### config.mk
export PLATFORM = sky130hd
export DESIGN_NAME = seq_mult_param
export DESIGN_NICKNAME = d
export VERILOG_FILES = /design/src/rtl/seq_mult_param.sv
export SDC_FILE = /design/constraint.sdc
export NUM_CORES = 1
export LEC_CHECK = 0
export CAP_MARGIN = 5
export CORE_MARGIN = 2
export CORE_UTILIZATION = 51
export CTS_CLUSTER_DIAMETER = 40
export CTS_CLUSTER_SIZE = 40
export DETAILED_ROUTE_END_ITERATION = 7
export MAX_ROUTING_LAYER = met4
export PLACE_DENSITY = 0.72
export SKIP_LAST_GASP = 1
export SYNTH_ARGS = -nofsm -noshare
export SYNTH_HDL_FRONTEND = slang
export SYNTH_SLANG_ARGS = --single-unit
### constraint.sdc
create_clock -name clk -period 11.15 [get_ports clk]
set_input_delay 1.115 -clock clk [delete_from_list [all_inputs] [get_ports clk]]
set_output_delay 1.115 -clock clk [all_outputs]
set_load 0.01 [all_outputs]
### src/rtl/seq_mult_param.sv
`default_nettype none
// ============================================================================
// Module   : seq_mult_param
// Brief    : Iterative shift-add multiplier, WIDTH x WIDTH -> 2*WIDTH, with
//            per-transaction signed/unsigned mode and valid/ready handshakes.
// Revision : 1.0 - initial release
// ============================================================================
module seq_mult_param #(
    parameter int WIDTH = 8,
    parameter int CNT_W = $clog2(WIDTH) + 1
) (
    input  logic                 clk,
    input  logic                 rst_n,
    input  logic                 in_valid,
    output logic                 in_ready,
    input  logic [WIDTH-1:0]     m,
    input  logic [WIDTH-1:0]     q,
    input  logic                 is_signed,
    output logic                 out_valid,
    input  logic                 out_ready,
    output logic [2*WIDTH-1:0]   p,
    output logic                 busy
);

    localparam logic [1:0] c_IDLE = 2'd0;
    localparam logic [1:0] c_CALC = 2'd1;
    localparam logic [1:0] c_DONE = 2'd2;

    logic [1:0]           r_state;
    logic [CNT_W-1:0]     r_cnt;
    logic [2*WIDTH-1:0]   r_acc;
    logic [WIDTH-1:0]     r_m_mag;
    logic [WIDTH-1:0]     r_q_mag;
    logic                 r_neg;
    logic [2*WIDTH-1:0]   r_p;

    logic [WIDTH-1:0]     w_m_mag;
    logic [WIDTH-1:0]     w_q_mag;
    logic [WIDTH-1:0]     w_q_shift;
    logic [2*WIDTH-1:0]   w_addend;
    logic [2*WIDTH-1:0]   w_acc_next;
    logic                 w_last;

    // Negating -2^(WIDTH-1) wraps to itself, which reads correctly as an unsigned magnitude
    assign w_m_mag    = (is_signed && m[WIDTH-1]) ? -m : m;
    assign w_q_mag    = (is_signed && q[WIDTH-1]) ? -q : q;
    assign w_q_shift  = r_q_mag >> r_cnt;
    assign w_addend   = {{WIDTH{1'b0}}, r_m_mag} << r_cnt;
    assign w_acc_next = w_q_shift[0] ? (r_acc + w_addend) : r_acc;
    assign w_last     = (r_cnt == CNT_W'(WIDTH - 1));

    assign in_ready  = (r_state == c_IDLE);
    assign out_valid = (r_state == c_DONE);
    assign busy      = (r_state != c_IDLE);
    assign p         = r_p;

    always_ff @(posedge clk or negedge rst_n) begin
        if (!rst_n) begin
            r_state <= c_IDLE;
            r_cnt   <= '0;
            r_acc   <= '0;
            r_m_mag <= '0;
            r_q_mag <= '0;
            r_neg   <= 1'b0;
            r_p     <= '0;
        end else begin
            case (r_state)
                c_IDLE: begin
                    if (in_valid) begin
                        r_m_mag <= w_m_mag;
                        r_q_mag <= w_q_mag;
                        r_neg   <= is_signed & (m[WIDTH-1] ^ q[WIDTH-1]);
                        r_cnt   <= '0;
                        r_acc   <= '0;
                        r_state <= c_CALC;
                    end
                end
                c_CALC: begin
                    r_acc <= w_acc_next;
                    r_cnt <= r_cnt + CNT_W'(1);
                    if (w_last) begin
                        // Sign is applied once on the final sum, modulo 2^(2*WIDTH)
                        r_p     <= r_neg ? -w_acc_next : w_acc_next;
                        r_state <= c_DONE;
                    end
                end
                c_DONE: begin
                    if (out_ready) begin
                        r_acc   <= '0;
                        r_state <= c_IDLE;
                    end
                end
                default: r_state <= c_IDLE;
            endcase
        end
    end

endmodule
`default_nettype wire

After elaboration in Yosys (flattened, before gate mapping)
Cells that the tools add are included.
{"block": "classes", "muxes": 13, "n_bitwise": 2, "shifts": 2, "n_addsub": 5, "n_eq_ne": 6, "n_reduce_logical": 11}
{"operator": "two-way mux 16 bit", "n": 4}
{"operator": "one-hot mux 16 bit (3 select lines)", "n": 1}
{"operator": "adder 16 bit", "n": 1}
{"operator": "two-way mux 8 bit", "n": 2}
{"operator": "negator 16 bit", "n": 1}
{"operator": "negator 8 bit", "n": 2}
{"operator": "left shift 8 x 4 -> 16 bit", "n": 1}
{"operator": "one-hot mux 4 bit (2 select lines)", "n": 1}
{"operator": "right shift 8 x 4 -> 1 bit", "n": 1}
{"operator": "two-way mux 2 bit", "n": 3}
{"operator": "one-hot mux 2 bit (3 select lines)", "n": 1}
{"operator": "AND reduction 2 bit", "n": 3}
{"operator": "AND reduction 3 bit", "n": 2}
{"operator": "adder 4 x 1 -> 4 bit, second input constant", "n": 1}
{"operator": "== test 4 x 3 -> 1 bit, second input constant", "n": 1}
{"operator": "two-way mux 4 bit", "n": 1}
{"operator": "!= test 2 bit, second input constant", "n": 2}
{"operator": "nonzero test 2 bit", "n": 2}
{"operator": "nonzero test 3 bit", "n": 1}
{"operator": "== test 2 x 1 -> 1 bit, second input constant", "n": 1}
{"operator": "== test 2 bit, second input constant", "n": 1}
{"operator": "logical AND 1 bit", "n": 2}
{"operator": "zero test 2 bit", "n": 1}
{"operator": "!= test 2 x 1 -> 1 bit, second input constant", "n": 1}
{"operator": "2 further kinds", "n": 2}
{"block": "totals", "inputBits": 21, "out_inout_bits": 19, "wordCells": 46, "ff_bits": 55}

Depth between registers and ports, before layout
{"block": "depth", "word_depth": 5, "mapped_depth": 16, "depth_no_buf": 15}

Worst setup path after synthesis
Ideal clock, no wire load.
{"block": "synth_path", "kind": "register -> register", "from": "register r_cnt[2]", "to": "register r_p[15], in the netlist p[15]", "required_time_ps": 11067, "period_less_slack_ps": 3743, "slack_ps": 7407, "setup_time_ps": 83, "t_arrival_ps": 3661, "path_buffers": 2, "path_stages_with_launch": 14, "path_cell_list": "dfrtp_1 -> buf_1 -> buf_1 -> nor3_1 -> ha_1 -> fa_1 -> xor2_1 -> a2111oi_0 -> o22ai_1 -> nor4b_1 -> a31o_2 -> a41oi_2 -> o41a_1 -> o21ai_0"}
{"block": "synth_via", "elab_chain_cells": 5, "elab_cells_between_ends": 8, "classes_between": "add/sub: 2; eq/ne: 1; shift: 2; mux: 2; reduce/logical: 1"}
{"item": "from (decl)", "line_no": "30", "rtl": "logic [CNT_W-1:0] r_cnt;"}
{"item": "from (signal assigned)", "line_no": "80", "rtl": "r_cnt <= r_cnt + CNT_W'(1);"}
{"item": "left shift 8 x 4 -> 16 bit", "line_no": "48", "rtl": "assign w_addend = {{WIDTH{1'b0}}, r_m_mag} << r_cnt;"}
{"item": "adder 16 bit", "line_no": "49", "rtl": "assign w_acc_next = w_q_shift[0] ? (r_acc + w_addend) : r_acc;"}
{"item": "two-way mux 16 bit", "line_no": "49"}
{"item": "negator 16 bit", "line_no": "83", "rtl": "r_p <= r_neg ? -w_acc_next : w_acc_next;"}
{"item": "two-way mux 16 bit", "line_no": "83"}
{"item": "to (signal assigned)", "line_no": "83"}
{"item": "to (decl)", "line_no": "35", "rtl": "logic [2*WIDTH-1:0] r_p;"}
Parallel ways exist; a longest one is shown, timed or not.
A chain may end at the register's enable or synchronous reset.

Final worst setup path
{"block": "layout_path", "from": "register r_cnt[1]", "to": "register r_p[15], in the netlist p[15]"}
Same word-level chain as after synthesis.

==> reports/results.txt <==
H-tree depth - 2
status - completed
Worst-Skew Late Latency - 320 ps
hold buffers post-CTS - 0
worst rel slew slack - 34.4%
Worst setup SP type - flop
reg2reg end - p[15]
die area - 9250 um2
CP Class - flop to flop
Post-CTS Setup Bufs - 0
maximum vdd drop - 0.132 mV
Avg WL per Cell - 15.3 um
remaining antenna violation count - 0
Final Cycle Share - 39.0%
Most used DFF post-synth - dfrtp_1
largest net degree at the start of global routing - 56
post-CTS sizing - 0
DR vias/cell - 5.97
total power - 1.68 mW
Layout Nets - 596
chip width - 96.2 um
GPL Wtd Cong - 0.937
Max Cap Violations - 0
Area Overhead vs Synth - 12.1%
final slew viol count - 0
Final min period - 4350 ps
Clock Path Buffers - 2
GR Util All Layers - 23.6%
Post-synth EDFFs - 0
io pins - 40
hold path depth - 2
clock-pin slew on the worst setup and hold paths - 90 ps
most used cell, CP - o21ai_0
Worst Reg-to-Reg Cells - 13
Worst path max stage delay - 770 ps
DR vias - 3943
setup total negative slack - 0 ps
first-pass GRT wire length - 16.6 mm
launch point of the worst path - r_cnt[1]
Worst Hold Slack - 481 ps
layout cell share with drive strength beyond 1 - 5.22%
crit-path max FO - 19
port bufs - 39
Worst Hold End - r_q_mag[5]
ant diodes - 0
initial antenna violation count - 0
post-DP HPWL - 7.66 mm
Final Skew - 7.11 ps
Mapped Cells - 531
Crit path arrival time - 4570 ps
Warnings, synthesis - 0
total wire length - 10.1 mm
core box area - 8220 um2
multi-input gate area in the final layout - 2790 um2
Overflow after GRT - 0
Fmax - 230 MHz
Initial Utilization - 52.7%
CTS Sinks - 55
Hold Violations, Final - 0
Root Driver - clkbuf_8
Avg Inst Size Synth - 8.16 um2
chip height - 96.2 um
WP data required - 11370 ps
Pleak - 2.06 nW
TritonRoute pass-1 iters - 5
DRT iter0 DRCs - 217
commonest non-fill, non-tap cell in the layout - nand2_1
cell area power density - 345 nW/um2
Worst-Margin Slew - 982 ps
fill count - 757
RSZ-0062 raised after global routing - no
mapped cell area - 4330 um2
Synth Register Bits - 55
Finished Layout Cells - 661
Worst Hold Launch - r_q_mag[5]
row count - 33
Num CTS Buffers - 5
sequential share of the synthesized area - 31.8%
endpoint class of the critical path - flop
vias in the first global route - 3590
critical-path cell list - mux2_2 -> o21ai_0 -> mux2i_1 -> nor2b_1 -> ha_1 -> nand3_1 -> o211ai_1 -> xor2_1 -> a2111oi_0 -> a31o_2 -> a41oi_2 -> o41a_1 -> o21ai_0
Worst path slowest cell - dfrtp_1
r2r setup slk - 6800 ps
placed cell count - 653
CTS tree - yes
Hold Path Class - flop to flop
endpoints failing setup - 0
post-synth net total - 572
commonest cells after routing, fill and taps aside - nand2_1, o21ai_0, dfrtp_1, nor2_1, clkdlybuf4s50_1
DRC Markers - 0
r2r startpoint - r_cnt[1]
post-synthesis cell type count - 68
fraction of registers with async set/reset - 100%
Sequential Area - 1380 um2
## layer usage
metal / GRT usage, % / routed length, um / up-vias
li1: - / - / 1964
met1: 30.4 / 4710 / 1845
met2: 38.3 / 4810 / 119
met3: 3.45 / 449 / 15
met4: 7.26 / 159 / 0
met5: - / 0 / -
## synth_stat cells (all sizes together) (3+ instances only)
cell type | instances | area [um2]
mux2i | 18 | 180
o211ai | 4 | 30.0
buf | 10 | 61.3
a21oi | 24 | 120
a211oi | 5 | 47.5
inv | 13 | 48.8
a22o | 3 | 26.3
o41ai | 3 | 33.8
a21o | 6 | 45.0
o21ai | 72 | 360
nor2 | 44 | 165
mux2 | 5 | 56.3
xor2 | 9 | 78.8
nand4 | 4 | 25.0
xnor2 | 22 | 193
clkbuf | 16 | 60.1
nor3b | 6 | 45.0
nor4 | 3 | 18.8
nand2 | 86 | 323
nand3 | 10 | 50.1
o22ai | 5 | 31.3
nand2b | 6 | 37.5
o31ai | 4 | 43.8
and2 | 7 | 43.8
ha | 19 | 238
nor3 | 13 | 65.1
a31oi | 3 | 18.8
a2111oi | 5 | 45.0
or3 | 5 | 31.3
nor2b | 7 | 43.8
dfrtp | 55 | 1380
## metrics by stage
| stage | setup slack, ps | instance area, um2 | util [%] |
|---|---|---|---|
| 6_report | 6800 | 4860 | 59.1 |
| 5_1_grt | 6320 | 4860 | 59.1 |
| 4_1_cts | 6840 | 4860 | 59.1 |
| 3_5_place_dp | 6890 | 4760 | 57.9 |
| 3_3_place_gp | 7020 | 4760 | 57.9 |
| 2_1_floorplan | 7410 | 4330 | - |
## flip-flops by register name (all words and copies together) (netlist names)
register  cells
p            16
r_acc        16
r_m_mag       8
r_q_mag       8
r_cnt         4
r_state       2
r_neg         1
## worst max path at each step
stage                       end
after floorplan           p[15]
after global placement    p[15]
after detailed placement  p[15]
after CTS                 p[15]
after global routing      p[12]
final                     p[15]
## critical path: cells and delay by family (launching register included)
| kind | cells | cell delay, ps |
|---|---|---|
| XOR/XNOR | 1 | 170 |
| adder cells (fa/ha/maj) | 1 | 400 |
| multiplexers | 2 | 560 |
| AND/OR/NAND/NOR | 2 | 270 |
| flip-flops | 1 | 770 |
| AO/OA/AOI/OAI | 7 | 2090 |
## cells by family after synthesis
logic type,Yosys count,synth area share [%]
fa+ha+maj,20,5.95
xor+xnor,31,6.27
compound gates,158,23.9
mux,25,6.50
buf+inv,39,3.93
flops,55,31.8
simple gates,203,21.7
## power by group
| part | internal, mW | total, mW | switching [mW] |
|---|---|---|---|
| sequential | 0.284 | 0.394 | 0.111 |
| combinational | 0.482 | 1.16 | 0.678 |
| clock | 0.0569 | 0.123 | 0.0660 |
## final cells by class
cell class | instances | share of cell area [%]
sequential | 55 | 28.3
timing repair buffer | 43 | 8.55
tap | 105 | 2.70
clock buffer | 8 | 2.06
multi-input combinational | 437 | 57.4
inverter | 13 | 1.00
(Power assumes the default switching activity.)
